<file path="src/rtl/instr_sequencer.sv">
// Instruction fetch/issue controller: walks pc through a synchronous-read program memory
// and hands each word to the decoder over id/id_valid/id_ready. Optional macro: INSTR_SEQ_STEP_EN.
module instr_sequencer #(
    parameter int              AW         = 8,
    parameter logic [AW-1:0]   START_ADDR = '0,
    parameter logic [3:0]      HALT_OP    = 4'b1000
) (
    input  logic          clk,
    input  logic          rst_n,
    input  logic          start,
    input  logic          step,
    output logic          imem_rd,
    output logic [AW-1:0] imem_addr,
    input  logic [17:0]   imem_data,
    output logic [17:0]   id,
    output logic          id_valid,
    input  logic          id_ready,
    output logic [AW-1:0] pc,
    output logic          busy,
    output logic          halted
);

    typedef enum logic [2:0] {
        S_IDLE,
        S_FETCH,
        S_WAIT,
        S_ISSUE,
        S_HALTED
`ifdef INSTR_SEQ_STEP_EN
        , S_PAUSE
`endif
    } state_t;

    state_t        state_reg;
    logic [AW-1:0] pc_reg;
    logic [17:0]   id_reg;
    logic          id_valid_reg;
    logic          imem_rd_reg;
    logic          busy_reg;
    logic          halted_reg;
    logic          start_pend_reg;

`ifndef INSTR_SEQ_STEP_EN
    logic unused_step;
    assign unused_step = step;
`endif

    assign imem_addr = pc_reg;
    assign pc        = pc_reg;
    assign id        = id_reg;
    assign id_valid  = id_valid_reg;
    assign imem_rd   = imem_rd_reg;
    assign busy      = busy_reg;
    assign halted    = halted_reg;

    always_ff @(posedge clk or negedge rst_n) begin
        if (!rst_n) begin
            state_reg      <= S_IDLE;
            pc_reg         <= START_ADDR;
            id_reg         <= '0;
            id_valid_reg   <= 1'b0;
            imem_rd_reg    <= 1'b0;
            busy_reg       <= 1'b0;
            halted_reg     <= 1'b0;
            start_pend_reg <= 1'b0;
        end else begin
            // start is captured only while stopped, then acted on one edge later;
            // this gives the sampled-start to id_valid latency of three edges.
            start_pend_reg <= start && (state_reg == S_IDLE || state_reg == S_HALTED);
            case (state_reg)
                S_IDLE, S_HALTED: begin
                    if (start_pend_reg) begin
                        state_reg   <= S_FETCH;
                        pc_reg      <= START_ADDR;
                        imem_rd_reg <= 1'b1;
                        busy_reg    <= 1'b1;
                        halted_reg  <= 1'b0;
                    end
                end
                S_FETCH: begin
                    state_reg   <= S_WAIT;
                    imem_rd_reg <= 1'b0;
                end
                S_WAIT: begin
                    state_reg    <= S_ISSUE;
                    id_reg       <= imem_data;
                    id_valid_reg <= 1'b1;
                end
                S_ISSUE: begin
                    if (id_ready) begin
                        id_valid_reg <= 1'b0;
                        if (id_reg[17:14] == HALT_OP) begin
                            state_reg  <= S_HALTED;
                            busy_reg   <= 1'b0;
                            halted_reg <= 1'b1;
                        end else begin
                            pc_reg <= pc_reg + AW'(1);
`ifdef INSTR_SEQ_STEP_EN
                            state_reg <= S_PAUSE;
`else
                            state_reg   <= S_FETCH;
                            imem_rd_reg <= 1'b1;
`endif
                        end
                    end
                end
`ifdef INSTR_SEQ_STEP_EN
                S_PAUSE: begin
                    if (step) begin
                        state_reg   <= S_FETCH;
                        imem_rd_reg <= 1'b1;
                    end
                end
`endif
                default: begin
                    state_reg    <= S_IDLE;
                    id_valid_reg <= 1'b0;
                    imem_rd_reg  <= 1'b0;
                    busy_reg     <= 1'b0;
                    halted_reg   <= 1'b0;
                end
            endcase
        end
    end

endmodule
</file>
<file path="config.mk">
export PLATFORM = sky130hd
export DESIGN_NAME = instr_sequencer
export DESIGN_NICKNAME = d
export VERILOG_FILES = /design/src/rtl/instr_sequencer.sv
export SDC_FILE = /design/constraint.sdc
export NUM_CORES = 1
export LEC_CHECK = 0
export ABC_AREA = 1
export CORE_UTILIZATION = 44
export DETAILED_ROUTE_END_ITERATION = 6
export PLACE_DENSITY_LB_ADDON = 0.25
export SLEW_MARGIN = 30
export SYNTH_ARGS = -nofsm -noshare
export SYNTH_HDL_FRONTEND = slang
export SYNTH_SLANG_ARGS = --single-unit
</file>
<file path="constraint.sdc">
create_clock -name clk -period 1.6 [get_ports clk]
set_clock_uncertainty 0.05 [all_clocks]
set_input_delay 0.32 -clock clk [delete_from_list [all_inputs] [get_ports clk]]
set_output_delay 0.32 -clock clk [all_outputs]
set_load 0.01 [all_outputs]
</file>
==> results.md <==
- First-pass GRT wire length: 6070 um
- Post-synth EDFFs: 0
- Maximum operating frequency: 635 MHz
- RSZ-0062 raised after global routing: no
- Fill count: 287
- Synth Area in XOR/XNOR: 0%
- Post-placement cell count: 261
- Clock network fraction of design power: 15.5%
- Num rows: 21
- CP max stage cell: clkdlybuf4s50_1
- Area contributors post-synth: dfrtp_1, mux2_2, nand2_1
- Net count after synthesis: 188
- Most used flip-flop cell after synthesis: dfrtp_1
- GRT Util Overall: 19.3%
- CP delay by family, top: buffers and inverters
- Fin Setup TNS: 0 ns
- Post-synth cell types: 22
- Clock root cell: clkbuf_8
- Initial antenna violation count: 0
- Switching part of the total: 37.3%
- Vias in the first global route: 1377
- Largest net degree at the start of global routing: 35
- WL final: 3420 um
- Share of the synthesized area in the top cell type: 51.5%
- PwrDens: 1770 nW/um^2
- Reg area: 856 sq um
- Buf/Inv on CP: 1
- Mean Syn Cell Area: 10.1 sq um
- Critical Path Start Type: register
- HPWL Detailed: 2510 um
- CTS tree: built
- Post-route cell area: 2400 sq um
- Async SR Flop Fraction: 100%
- Top Ports: 61
- Largest register FFs: 18
- Status: finished, final reports clean
- Area post-placement: 2240 sq um
- Seq/Total Area, Yosys: 51.5%
- Width of the die: 63.3 um
- Register bit count reported by yosys: 34
- Cell Count, Final, Fillers Out: 276
- Post-Synth Adder-Cell Area: 0.757%
- Worst-path clk slew: 0.07 ns
- Cells after Synth: 164
- Routed Antenna Nets: 0
- H-tree depth: 2
- Req. time, crit path: 1.23 ns
- GRT overflow: 0
- Max IR drop VDD: 1.13 mV
- Routed via count: 1339
- Crit path time final: 1.57 ns
- Footprint of the multi-input gates: 651 sq um
- Setup violators final: 0
- Leak Pwr: 1.16 nW
- Clock tree buffer depth: 2
- Register share of total power: 33.6%
- Worst Path Arrival: 1.20 ns
- CTS buffer count: 5
- Comb power frac: 50.9%
- Max FO, Critical Path: 3
- Core Area: 3470 sq um
- Worst hold path type: in2async
- Port bufs: 59
- Die ar.: 4010 sq um
- Area growth, synth to finish: 45.2%
- Post-Syn Area: 1650 sq um
- Largest stage delay on the critical path: 0.55 ns
- Largest family of logic cells by synthesized area: simple AND/OR/NAND/NOR gates
- Initial DRC Count: 67
- DR pass1 iterations: 4
- Post-synthesis mux area share: 11.6%
- CP Capture Type: output pin
- Fin Hold WS: 0.355 ns
- Worst-Margin Slew: 0.238 ns
- # diodes: 0
- Worst slew margin: 84.2%
- Clock Latency Late Sink: 0.28 ns
- Hold-fix buffers, CTS: 0
- Clock sinks: 34
- Drt drc: 0
- Compound-Gate Fraction of Synth Area: 6.81%
- Fin crit share: 98.4%
- Die Y: 63.3 um
- Switching power: 1.59 mW
- Max Slew Vio Count: 0
- Ys Warns: 0
- Vias per Instance: 4.85
- Int Power: 2.67 mW
- Post-Synth Simple-Gate Area: 20.2%
- WL/cell: 12.4 um
- Initial core utilization: 47.7%
- CP Class: reg2out
- Placer Congestion: 0.809
- Leading area contributor after synthesis: dfrtp_1
- Critical path, cell by cell: clkdlybuf4s50_1
- Nets: 253
- Hold Vio Cnt, Final: 0
- Total Power: 4.25 mW
- Max Cap Violations: 0
- Share of cells above drive strength 1: 26.5%
==> path summary, 6_finish.rpt <==
| kind | from | to | slack (ns) | cells after the start |
|---|---|---|---|---|
| worst min register to register | halted | halted | 0.45 | 2 |
| min in group clk | halted | halted | 0.45 | 2 |
| max in group asynchronous | rst_n | imem_addr[5] | 0.96 | 2 |
| worst min-delay path | rst_n | imem_addr[0] | 0.35 | 2 |
| worst max-delay path | imem_addr[5] | pc[5] | 0.03 | 1 |
| worst max register to register | state_reg[2] | id[16] | 0.22 | 4 |
==> cells in the mapped netlist (2+ instances only) <==
master	count
o21ai_0	6
o21bai_1	2
inv_1	12
nand2_4	2
dfrtp_1	34
nor2_1	11
nand2_1	36
buf_4	11
nand3_1	8
a21oi_1	2
nand2_2	7
o21ai_2	6
nor2_2	2
mux2_2	17
==> kinds of logic after synthesis <==
family / after synthesis
adder cells (fa/ha/maj): 1
buffers and inverters: 25
AND/OR/NAND/NOR: 70
flip-flops: 34
multiplexers: 17
AO/OA/AOI/OAI: 17
==> power by group through the flow <==
| stage | clock [mW] | combinational (mW) | sequential, mW |
|---|---|---|---|
| 2_1_floorplan | 0 | 1.23 | 1.56 |
| 3_3_place_gp | 0 | 2.12 | 1.42 |
| 3_5_place_dp | 0 | 2.18 | 1.45 |
| 4_1_cts | 0.669 | 2.21 | 1.44 |
| 5_1_grt | 0.705 | 2.35 | 1.48 |
| 6_report | 0.660 | 2.16 | 1.43 |
==> placed cells by master (no fill, tap or decap), types with 2 or more instances in the layout <==
cell type / n
clkdlybuf4s50_1: 46
nand2_1: 36
dfrtp_1: 30
mux2_2: 17
inv_1: 12
nor2_1: 11
buf_4: 10
nand3_1: 8
nand2_2: 7
dlygate4sd2_1: 7
o21ai_2: 6
o21ai_0: 6
clkbuf_8: 6
dlymetal6s2s_1: 6
dfrtp_2: 4
nand2_4: 2
nor2_2: 2
o21bai_1: 2
a21oi_1: 2
==> per-stage QoR <==
step                      worst slack [ns]  util [%]
after CTS                          0.00666      68.8
after floorplan                      0.321         -
after detailed placement            0.0218      64.6
final                               0.0258      69.2
after global routing               0.00101      69.2
after global placement              0.0484      64.6
==> area by class of cell <==
class,count,share of cell area [%]
multi-input cells,105,27.1
repair buffers,70,28.8
flip-flops and latches,34,35.7
clock buffers,6,3.44
clock inverters,2,0.521
inverters,13,2.03
well taps,46,2.40
==> what timing repair did <==
| item | in CTS | in global routing |
|---|---|---|
| buffers inserted | 7 | 0 |
| gates resized for setup | 11 | 6 |
| setup endpoints to repair | 17 | 6 |
==> metal layers <==
metal	global-route usage [%]	vias up	wire, um
li1	-	650	-
met1	22.7	637	1480
met5	0	-	0
met3	7.07	2	232
met4	3.41	0	16
met2	33.7	50	1680
Note: power is estimated with default switching activity, not from simulation.
